$ cat config.mk
export PLATFORM = sky130hd
export DESIGN_NAME = mac_tx_flat
export DESIGN_NICKNAME = d
export VERILOG_FILES = /design/src/rtl/mac_tx_if.sv /design/src/rtl/mac_tx.sv /design/src/flat_wrapper.sv
export SDC_FILE = /design/constraint.sdc
export NUM_CORES = 1
export LEC_CHECK = 0
export CAP_MARGIN = 15
export CORE_MARGIN = 2
export CORE_UTILIZATION = 40
export DETAILED_ROUTE_END_ITERATION = 7
export MAX_ROUTING_LAYER = met4
export PLACE_DENSITY_LB_ADDON = 0.05
export SLEW_MARGIN = 0
export SYNTH_ARGS = -nofsm -noshare
export SYNTH_HDL_FRONTEND = slang
export SYNTH_SLANG_ARGS = --single-unit
$ cat constraint.sdc
create_clock -name clk -period 8.27 [get_ports clk]
set_clock_uncertainty 0.1 [all_clocks]
set_input_delay 2.481 -clock clk [delete_from_list [all_inputs] [get_ports clk]]
set_output_delay 2.481 -clock clk [all_outputs]
set_load 0.01 [all_outputs]
$ cat src/rtl/mac_tx_if.sv
// Byte-stream bundle for the MAC transmitter: input stream (s_*), output
// stream (m_*) and per-frame completion status.
interface mac_tx_if;
    logic        s_valid;
    logic        s_ready;
    logic [7:0]  s_data;
    logic        s_last;
    logic        m_valid;
    logic        m_ready;
    logic [7:0]  m_data;
    logic        m_last;
    logic        tx_done;
    logic        tx_oversize;
    logic [15:0] tx_len_total;

    // Transmitter side: consumes s_*, produces m_* and status
    modport slave (
        input  s_valid, s_data, s_last, m_ready,
        output s_ready, m_valid, m_data, m_last,
        output tx_done, tx_oversize, tx_len_total
    );

    // Environment side: produces s_*, consumes m_* and status
    modport master (
        output s_valid, s_data, s_last, m_ready,
        input  s_ready, m_valid, m_data, m_last,
        input  tx_done, tx_oversize, tx_len_total
    );
endinterface

$ cat src/rtl/mac_tx.sv
// MAC transmitter: passes header/payload bytes through a single output
// register, zero-pads frames shorter than 60 bytes and appends the
// Ethernet CRC-32 FCS least-significant byte first.
module mac_tx (
    input  logic      clk,
    input  logic      rst_n,
    mac_tx_if.slave   bus
);

    typedef enum logic [1:0] {IDLE, DATA, PAD, FCS} state_t;

    function automatic logic [31:0] crc32_eth_init();
        return '1;
    endfunction

    function automatic logic [31:0] crc32_eth_update(input logic [31:0] crc,
                                                     input logic [7:0]  d);
        logic [31:0] c;
        c = crc ^ {24'h000000, d};
        for (int unsigned k = 0; k < 8; k++) begin
            c = c[0] ? ((c >> 1) ^ 32'hEDB88320) : (c >> 1);
        end
        return c;
    endfunction

    function automatic logic [31:0] crc32_eth_final(input logic [31:0] crc);
        return ~crc;
    endfunction

    state_t      r_state, w_state_nxt;
    logic [31:0] r_crc, w_crc_nxt, w_crc_upd;
    logic [15:0] r_cnt, w_cnt_nxt, w_cnt_inc;
    logic [1:0]  r_idx, w_idx_nxt;
    logic [31:0] r_fcs, w_fcs_nxt;
    logic [15:0] r_frame, w_frame_nxt;
    logic        r_mvalid, w_mvalid_nxt;
    logic [7:0]  r_mdata, w_mdata_nxt;
    logic        r_mlast, w_mlast_nxt;
    logic        r_done, r_oversize;
    logic [15:0] r_len_total;
    logic        w_load, w_hs_last;

    assign w_load    = !r_mvalid || bus.m_ready;
    assign w_hs_last = r_mvalid && bus.m_ready && r_mlast;
    assign w_cnt_inc = r_cnt + 16'd1;

    assign bus.s_ready      = w_load && ((r_state == IDLE) || (r_state == DATA));
    assign bus.m_valid      = r_mvalid;
    assign bus.m_data       = r_mdata;
    assign bus.m_last       = r_mlast;
    assign bus.tx_done      = r_done;
    assign bus.tx_oversize  = r_oversize;
    assign bus.tx_len_total = r_len_total;

    // Next-state and output-register contents; nothing moves unless the
    // output register can be loaded
    always_comb begin
        w_state_nxt  = r_state;
        w_crc_nxt    = r_crc;
        w_crc_upd    = '0;
        w_cnt_nxt    = r_cnt;
        w_idx_nxt    = r_idx;
        w_fcs_nxt    = r_fcs;
        w_frame_nxt  = r_frame;
        w_mvalid_nxt = r_mvalid;
        w_mdata_nxt  = r_mdata;
        w_mlast_nxt  = r_mlast;
        if (w_load) begin
            case (r_state)
                IDLE, DATA: begin
                    if (bus.s_valid) begin
                        w_crc_upd    = crc32_eth_update(r_crc, bus.s_data);
                        w_mvalid_nxt = 1'b1;
                        w_mdata_nxt  = bus.s_data;
                        w_mlast_nxt  = 1'b0;
                        w_crc_nxt    = w_crc_upd;
                        w_cnt_nxt    = w_cnt_inc;
                        if (!bus.s_last) begin
                            w_state_nxt = DATA;
                        end else if (w_cnt_inc < 16'd60) begin
                            w_state_nxt = PAD;
                        end else begin
                            w_state_nxt = FCS;
                            w_fcs_nxt   = crc32_eth_final(w_crc_upd);
                            w_frame_nxt = w_cnt_inc;
                        end
                    end else begin
                        w_mvalid_nxt = 1'b0;
                        w_mlast_nxt  = 1'b0;
                    end
                end
                PAD: begin
                    w_crc_upd    = crc32_eth_update(r_crc, 8'h00);
                    w_mvalid_nxt = 1'b1;
                    w_mdata_nxt  = 8'h00;
                    w_mlast_nxt  = 1'b0;
                    w_crc_nxt    = w_crc_upd;
                    w_cnt_nxt    = w_cnt_inc;
                    if (w_cnt_inc == 16'd60) begin
                        w_state_nxt = FCS;
                        w_fcs_nxt   = crc32_eth_final(w_crc_upd);
                        w_frame_nxt = w_cnt_inc;
                    end
                end
                FCS: begin
                    w_mvalid_nxt = 1'b1;
                    case (r_idx)
                        2'd0:    w_mdata_nxt = r_fcs[7:0];
                        2'd1:    w_mdata_nxt = r_fcs[15:8];
                        2'd2:    w_mdata_nxt = r_fcs[23:16];
                        default: w_mdata_nxt = r_fcs[31:24];
                    endcase
                    w_mlast_nxt = (r_idx == 2'd3);
                    if (r_idx == 2'd3) begin
                        w_state_nxt = IDLE;
                        w_crc_nxt   = crc32_eth_init();
                        w_cnt_nxt   = '0;
                        w_idx_nxt   = '0;
                    end else begin
                        w_idx_nxt = r_idx + 2'd1;
                    end
                end
                default: begin
                    w_state_nxt = IDLE;
                end
            endcase
        end
    end

    // State, CRC, counters and output register
    always_ff @(posedge clk or negedge rst_n) begin
        if (!rst_n) begin
            r_state  <= IDLE;
            r_crc    <= crc32_eth_init();
            r_cnt    <= '0;
            r_idx    <= '0;
            r_fcs    <= '0;
            r_frame  <= '0;
            r_mvalid <= 1'b0;
            r_mdata  <= '0;
            r_mlast  <= 1'b0;
        end else begin
            r_state  <= w_state_nxt;
            r_crc    <= w_crc_nxt;
            r_cnt    <= w_cnt_nxt;
            r_idx    <= w_idx_nxt;
            r_fcs    <= w_fcs_nxt;
            r_frame  <= w_frame_nxt;
            r_mvalid <= w_mvalid_nxt;
            r_mdata  <= w_mdata_nxt;
            r_mlast  <= w_mlast_nxt;
        end
    end

    // Completion status, reported the cycle after the final FCS handshake;
    // r_frame was captured at FCS entry so the next frame may already count
    always_ff @(posedge clk or negedge rst_n) begin
        if (!rst_n) begin
            r_done      <= 1'b0;
            r_oversize  <= 1'b0;
            r_len_total <= '0;
        end else if (w_hs_last) begin
            r_done      <= 1'b1;
            r_oversize  <= (r_frame > 16'd1514);
            r_len_total <= r_frame + 16'd4;
        end else begin
            r_done      <= 1'b0;
            r_oversize  <= 1'b0;
        end
    end

endmodule

$ cat src/flat_wrapper.sv
// flat-port wrapper written by rule: the top's interface ports become plain ports
module mac_tx_flat 
  (clk, rst_n, bus_s_valid, bus_s_data, bus_s_last, bus_m_ready, bus_s_ready, bus_m_valid, bus_m_data, bus_m_last, bus_tx_done, bus_tx_oversize, bus_tx_len_total);
  mac_tx_if bus_i ();
  input  logic clk;
  input  logic rst_n;
  input wire logic [$bits(bus_i.s_valid)-1:0] bus_s_valid;
  input wire logic [$bits(bus_i.s_data)-1:0] bus_s_data;
  input wire logic [$bits(bus_i.s_last)-1:0] bus_s_last;
  input wire logic [$bits(bus_i.m_ready)-1:0] bus_m_ready;
  output wire logic [$bits(bus_i.s_ready)-1:0] bus_s_ready;
  output wire logic [$bits(bus_i.m_valid)-1:0] bus_m_valid;
  output wire logic [$bits(bus_i.m_data)-1:0] bus_m_data;
  output wire logic [$bits(bus_i.m_last)-1:0] bus_m_last;
  output wire logic [$bits(bus_i.tx_done)-1:0] bus_tx_done;
  output wire logic [$bits(bus_i.tx_oversize)-1:0] bus_tx_oversize;
  output wire logic [$bits(bus_i.tx_len_total)-1:0] bus_tx_len_total;
  assign bus_i.s_valid = bus_s_valid;
  assign bus_i.s_data = bus_s_data;
  assign bus_i.s_last = bus_s_last;
  assign bus_i.m_ready = bus_m_ready;
  assign bus_s_ready = bus_i.s_ready;
  assign bus_m_valid = bus_i.m_valid;
  assign bus_m_data = bus_i.m_data;
  assign bus_m_last = bus_i.m_last;
  assign bus_tx_done = bus_i.tx_done;
  assign bus_tx_oversize = bus_i.tx_oversize;
  assign bus_tx_len_total = bus_i.tx_len_total;
  mac_tx u_core (.clk(clk), .rst_n(rst_n), .bus(bus_i));
endmodule
==> results of run 1 <==
## how the worst min path moves through the flow
stage,startpoint,slack (ns),cells past startpoint,end
finish,u_core.bus.tx_len_total[10],0.37,2,u_core.bus.tx_len_total[10]
global route,u_core.r_crc[8],0.41,2,u_core.r_crc[8]
CTS,u_core.bus.tx_len_total[10],0.38,2,u_core.bus.tx_len_total[10]
detailed placement,u_core.bus.tx_len_total[10],0.37,2,u_core.bus.tx_len_total[10]
global placement,u_core.bus.tx_len_total[10],0.37,2,u_core.bus.tx_len_total[10]
floorplan,u_core.r_crc[16],0.36,2,u_core.r_crc[16]
## logic make-up (layout without fill, tap and decap cells)
group | count (synthesis) | in the layout
fa+ha+maj | 7 | 7
compound gates | 176 | 176
flops | 128 | 128
xor+xnor | 167 | 167
mux | 52 | 52
simple gates | 221 | 221
buf+inv | 60 | 88
## state kept, by name, indices dropped and copies added (netlist names)
name and flops:
u_core.bus.m_last 1, u_core.bus.m_data 8, u_core.bus.m_valid 1, u_core.r_crc 32, u_core.bus.tx_oversize 1, u_core.bus.tx_len_total 16
u_core.r_fcs 32, u_core.r_cnt 16, u_core.r_frame 16, u_core.r_state 2, u_core.r_idx 2, u_core.bus.tx_done 1
## per-layer routing
metal,part of all wire,wire [um],global-route usage,up-vias
met5,0,0,-,-
met4,0.017,346,0.0662,0
met3,0.039,823,0.0409,22
met2,0.50,10500,0.372,130
met1,0.44,9200,0.271,2877
li1,-,-,-,2798
## cell type report
type	instances	area, um2	share of cell area
clock buffer	22	474	0.0532
inverter	9	33.8	0.00379
multi-input combinational	623	4230	0.474
timing repair buffer	47	453	0.0508
sequential	128	3240	0.364
clock inverter	10	158	0.0177
tap	260	325	0.0365
## worst min-delay path, stage by stage, from the launching register on
cell and delay [ns]:
dfrtp_1 0.34, nand2_1 0.05, o21ai_0 0.06
## power by group through the flow
stage	registers (W)	clock network, W	logic (W)
2_1_floorplan	0.00106	0	0.00196
3_3_place_gp	0.00115	0	0.00253
3_5_place_dp	0.00116	0	0.00257
4_1_cts	0.00115	0.000830	0.00258
5_1_grt	0.00119	0.000858	0.00283
6_report	0.00116	0.000812	0.00257
## stage by stage
stage | std cells | cell area (um2)
3_3_place_gp | 1067 | 8280
6_report | 1099 | 8920
3_5_place_dp | 1067 | 8280
5_1_grt | 1099 | 8920
2_1_floorplan | 811 | 7720
4_1_cts | 1099 | 8920
## synthesized netlist by cell type, types with 4 or more instances
| cell | number |
|---|---|
| xor2_1 | 49 |
| o31ai_1 | 5 |
| xnor2_1 | 118 |
| mux2_4 | 16 |
| o21ai_0 | 126 |
| and2_1 | 4 |
| mux2_2 | 29 |
| and3_1 | 7 |
| nor2_1 | 38 |
| buf_2 | 7 |
| clkbuf_1 | 37 |
| nand3_1 | 18 |
| nor3_1 | 9 |
| dfstp_2 | 32 |
| inv_1 | 8 |
| ha_1 | 7 |
| o22ai_1 | 8 |
| mux2i_1 | 7 |
| a21oi_1 | 7 |
| a222oi_1 | 8 |
| dfrtp_1 | 96 |
| a221oi_1 | 8 |
| nand2_1 | 119 |
==> impl_metrics.tcl, run 1 <==
set metrics [dict create \
    outcome "completed" \
    fp.dieArea_um2 20400 \
    postCtsHoldBufs 0 \
    crit_family "buffers and inverters" \
    crit_path_end_kind "output port" \
    drc 0 \
    grt_max_degree 72 \
    postCtsSetupBuffers 0 \
    drive_gt1_frac 0.149 \
    syn_area_per_cell_um2 9.52 \
    num-fill-cells 1772 \
    rsz0062_at_grt "false" \
    required_ns 5.69 \
    fin_ws_ns 1.90 \
    final_cell_mix "126 x o21ai_0, 119 x nand2_1, 118 x xnor2_1" \
    num_vias 5827 \
    rows 50 \
    post-route-period-util 0.770 \
    start_util 0.410 \
    peakVddDrop_mv 0.247 \
    cts_tree "built" \
    synth_area_leaders "dfrtp_1 31%, xnor2_1 13%, dfstp_2 11%, o21ai_0 8.2%, nand2_1 5.8%" \
    die-width_um 143 \
    rr_worst_depth 9 \
    synth_top_family_by_area "XOR/XNOR gates" \
    critical_path_arrival_ns 3.79 \
    p_int_w 0.00254 \
    grt.overflow.total 0 \
    holdWs_ns 0.372 \
    netlist.area_leader.share 0.311 \
    ios 42 \
    p_total_w 0.00454 \
    critPathLaunchType "input pin" \
    seqPwrFrac 0.255 \
    power_switching_w 0.00200 \
    worstPathCellList "clkdlybuf4s50_1 > nor2b_1 > nor2_1 > clkdlybuf4s50_1" \
    yosysSeqAreaShare 0.420 \
    grt_pass1_wl_um 33200 \
    via_per_inst 5.30 \
    clockPowerShare 0.179 \
    grt_pass1_vias 5849 \
    grt_use_total 0.221 \
    hold_path.class "reg -> reg" \
    r2r_start "u_core.r_cnt[0]" \
    final_antenna_net_count 0 \
    ys_ff_latch 128 \
    synth-async-reset-ratio 1.00 \
    synth_xor_area_frac 0.189 \
    slowest_delay_ns 0.48 \
    drt_pass1_iterations 8 \
    synthSimpleGateAreaFrac 0.130 \
    cts_resized 0 \
    crit_path_max_fanout 6 \
    leakage_nw 3.59 \
    drtIter0Drc 357 \
    startpoint "bus_m_ready" \
    place_ws_ns 1.91 \
    h-tree-depth 4 \
    die_y_um 143 \
    syn-cell-area_um2 7720 \
    final_common_cell "o21ai_0" \
    clock_sinks 128 \
    endpoint "bus_s_ready" \
    cp.depth 4 \
    finalWirelength_um 20900 \
    cts_root_buf "clkbuf_16" \
    r2r_slack_ns 4.09 \
    period_minus_slack_ns 6.37 \
    drv_slew 0 \
    n_antenna_cell 0 \
    worst_slew_pin_slew_ns 1.13 \
    synthMuxAreaShare 0.0825 \
    clock_latency_ns 0.42 \
    synthFlopType "dfrtp_1" \
    critPathKind "in -> out" \
    synth_compound_area_frac 0.133 \
    critPathBufInv 2 \
    yosys_warnings 0 \
    relSlewSlack 0.241 \
    setup_viol 0 \
    post-dp-hpwl_um 14500 \
    antenna_found_initial 0 \
    final_nets 846 \
    place_congestion 0.823 \
    fin_setup_tns_ns 0 \
    portBuffers 41 \
    syn_nets 831 \
    r2r_end "u_core.r_fcs[14]" \
    fmax_mhz 157 \
    cts_made_buffers 17 \
    cpMaxStageDelayCell "clkdlybuf4s50_1" \
    worst_path_most_repeated_cell "clkdlybuf4s50_1" \
    final_util 0.473 \
    power_frac_comb 0.566 \
    clk_pin_slew_ns 0.05 \
    syn_inst 811 \
    power.density_nw_per_um2 509 \
    synth-edff-count 0 \
    ys_types 53 \
    core-area_um2 18800 \
    hold_viol 0 \
    clock_path_buffers 2 \
    area_growth_pct 15.5 \
    synth_adder_area_share 0.0113 \
    drv_cap 0 \
    wire_per_inst_um 19.0 \
    p_sw_frac 0.441 \
    yosysTopAreaCell "dfrtp_1" \
]
No activity file was read; power rests on OpenSTA's default activity.
==> run 2: changes to the inputs <==
- clock period: 8.27 -> 6.37 ns (I/O delays scaled with it)
==> impl_metrics.tcl, run 2 (synthesized netlist as in run 1, its figures left out) <==
set metrics [dict create \
    outcome "completed" \
    hold_path.class "reg -> reg" \
    setup_viol 0 \
    r2r_end "u_core.r_fcs[1]" \
    ios 42 \
    critPathBufInv 2 \
    core-area_um2 18800 \
    clk_pin_slew_ns 0.06 \
    critPathKind "in -> out" \
    die_y_um 143 \
    cpMaxStageDelayCell "clkdlybuf4s50_1" \
    drt_pass1_iterations 5 \
    period_minus_slack_ns 5.24 \
    drv_cap 0 \
    power.density_nw_per_um2 650 \
    crit_path_end_kind "output port" \
    crit_path_max_fanout 6 \
    relSlewSlack 0.259 \
    worst_path_most_repeated_cell "clkdlybuf4s50_1" \
    h-tree-depth 4 \
    place_inst 1071 \
    fin_setup_tns_ns 0 \
    via_per_inst 5.36 \
    slowest_delay_ns 0.50 \
    final_cell_mix "126 x o21ai_0, 119 x nand2_1, 118 x xnor2_1" \
    fmax_mhz 191 \
    cts_tree "built" \
    reg.largest.list "u_core.r_crc x32, u_core.r_fcs x32" \
    area_growth_pct 14.8 \
    start_util 0.410 \
    hold_path_end "u_core.bus.tx_len_total[10]" \
    rr_worst_depth 9 \
    drc 0 \
    cts_resized 0 \
    clock_sinks 128 \
    r2r_start "u_core.r_cnt[0]" \
    postCtsSetupBuffers 0 \
    r2r_slack_ns 2.55 \
    post-dp-hpwl_um 14900 \
    leakage_nw 3.57 \
    drive_gt1_frac 0.149 \
    critPathLaunchType "input pin" \
    min_path_cells 2 \
    wire_per_inst_um 19.1 \
    cts_root_buf "clkbuf_16" \
    final_util 0.471 \
    num_vias 5910 \
    drv_slew 0 \
    grt_max_degree 65 \
    postCtsHoldBufs 0 \
    portBuffers 41 \
    required_ns 4.36 \
    final_cell_count_no_fill 1103 \
    worstHoldStart "u_core.bus.tx_len_total[10]" \
    grt.overflow.total 0 \
    grt_pass1_wl_um 34000 \
    final_nets 850 \
    critical_path_arrival_ns 3.23 \
    fp.dieArea_um2 20400 \
    rows 50 \
    die-width_um 143 \
    post-route-period-util 0.823 \
    peakVddDrop_mv 0.337 \
    grt_pass1_vias 6074 \
    cts_made_buffers 17 \
    worst_slew_pin_slew_ns 1.11 \
    antenna_found_initial 0 \
    finalWirelength_um 21100 \
    grt_use_total 0.226 \
    final_antenna_net_count 0 \
    final_common_cell "o21ai_0" \
    hold_viol 0 \
    rsz0062_at_grt "false" \
    drtIter0Drc 325 \
    place_congestion 0.869 \
    n_antenna_cell 0 \
    clock_latency_ns 0.42 \
    clock_path_buffers 2 \
    worstPathCellList "clkdlybuf4s50_1 > nor2b_1 > nor2_1 > clkdlybuf4s50_1" \
    crit_family "buffers and inverters" \
]
[run 2: cell count changes in the layout (fill, tap and decap cells not counted)]
cell        delta
clkinvlp_4     +1
clkbuf_1       +3
buf_4          +4
bufinv_16      -3
clkinv_4       -2
clkinv_2       +1
[run 2: power by group]
part | internal, W | total, W | switching [W]
Combinational | 0.00143 | 0.00333 | 0.00190
Sequential | 0.00118 | 0.00151 | 0.000326
Clock | 0.000564 | 0.000918 | 0.000354
[run 2: worst reg2reg max path, stage by stage, from the launching register on]
cell	delay, ns
dfrtp_1	0.46
ha_1	0.38
nand3_1	0.33
nor2_1	0.34
nor3_1	0.08
nor3_1	0.42
or4_1	0.20
o221a_2	0.62
buf_4	0.41
mux2_2	0.38
[run 2: layout make-up]
cell class,count,area (um2)
fill,1789,9970
clock buffer,25,485
timing repair buffer,51,483
inverter,9,33.8
clock inverter,7,62.6
sequential,128,3240
multi-input combinational,623,4230
tap,260,325
[run 2: worst max path at each step]
stage,startpoint,end,slack [ns],cells past startpoint
2_1_floorplan,bus_m_ready,bus_s_ready,2.11,2
3_5_place_dp,bus_m_ready,bus_s_ready,1.13,4
3_3_place_gp,bus_m_ready,bus_s_ready,1.17,4
6_report,bus_m_ready,bus_s_ready,1.13,4
5_1_grt,bus_m_ready,bus_s_ready,1.08,4
4_1_cts,bus_m_ready,bus_s_ready,1.12,4
[run 2: layer usage]
metal  part of all wire  GRT usage  wire length (um)
met1               0.43      0.276              9120
met2               0.49      0.368             10200
met3              0.045     0.0426               943
met4              0.036     0.0917               762
met5                  0          -                 0
[run 2: stage by stage]
| step | worst slack (ns) | area, um2 | hold WS, ns | total power [W] |
|---|---|---|---|---|
| finish | 1.13 | 8860 | 0.376 | 0.00576 |
| detailed placement | 1.13 | 8310 | 0.369 | 0.00486 |
| CTS | 1.12 | 8860 | 0.382 | 0.00580 |
| global placement | 1.17 | 8310 | 0.367 | 0.00480 |
| floorplan | 2.11 | 7720 | 0.364 | 0.00392 |
| global route | 1.08 | 8860 | 0.399 | 0.00621 |
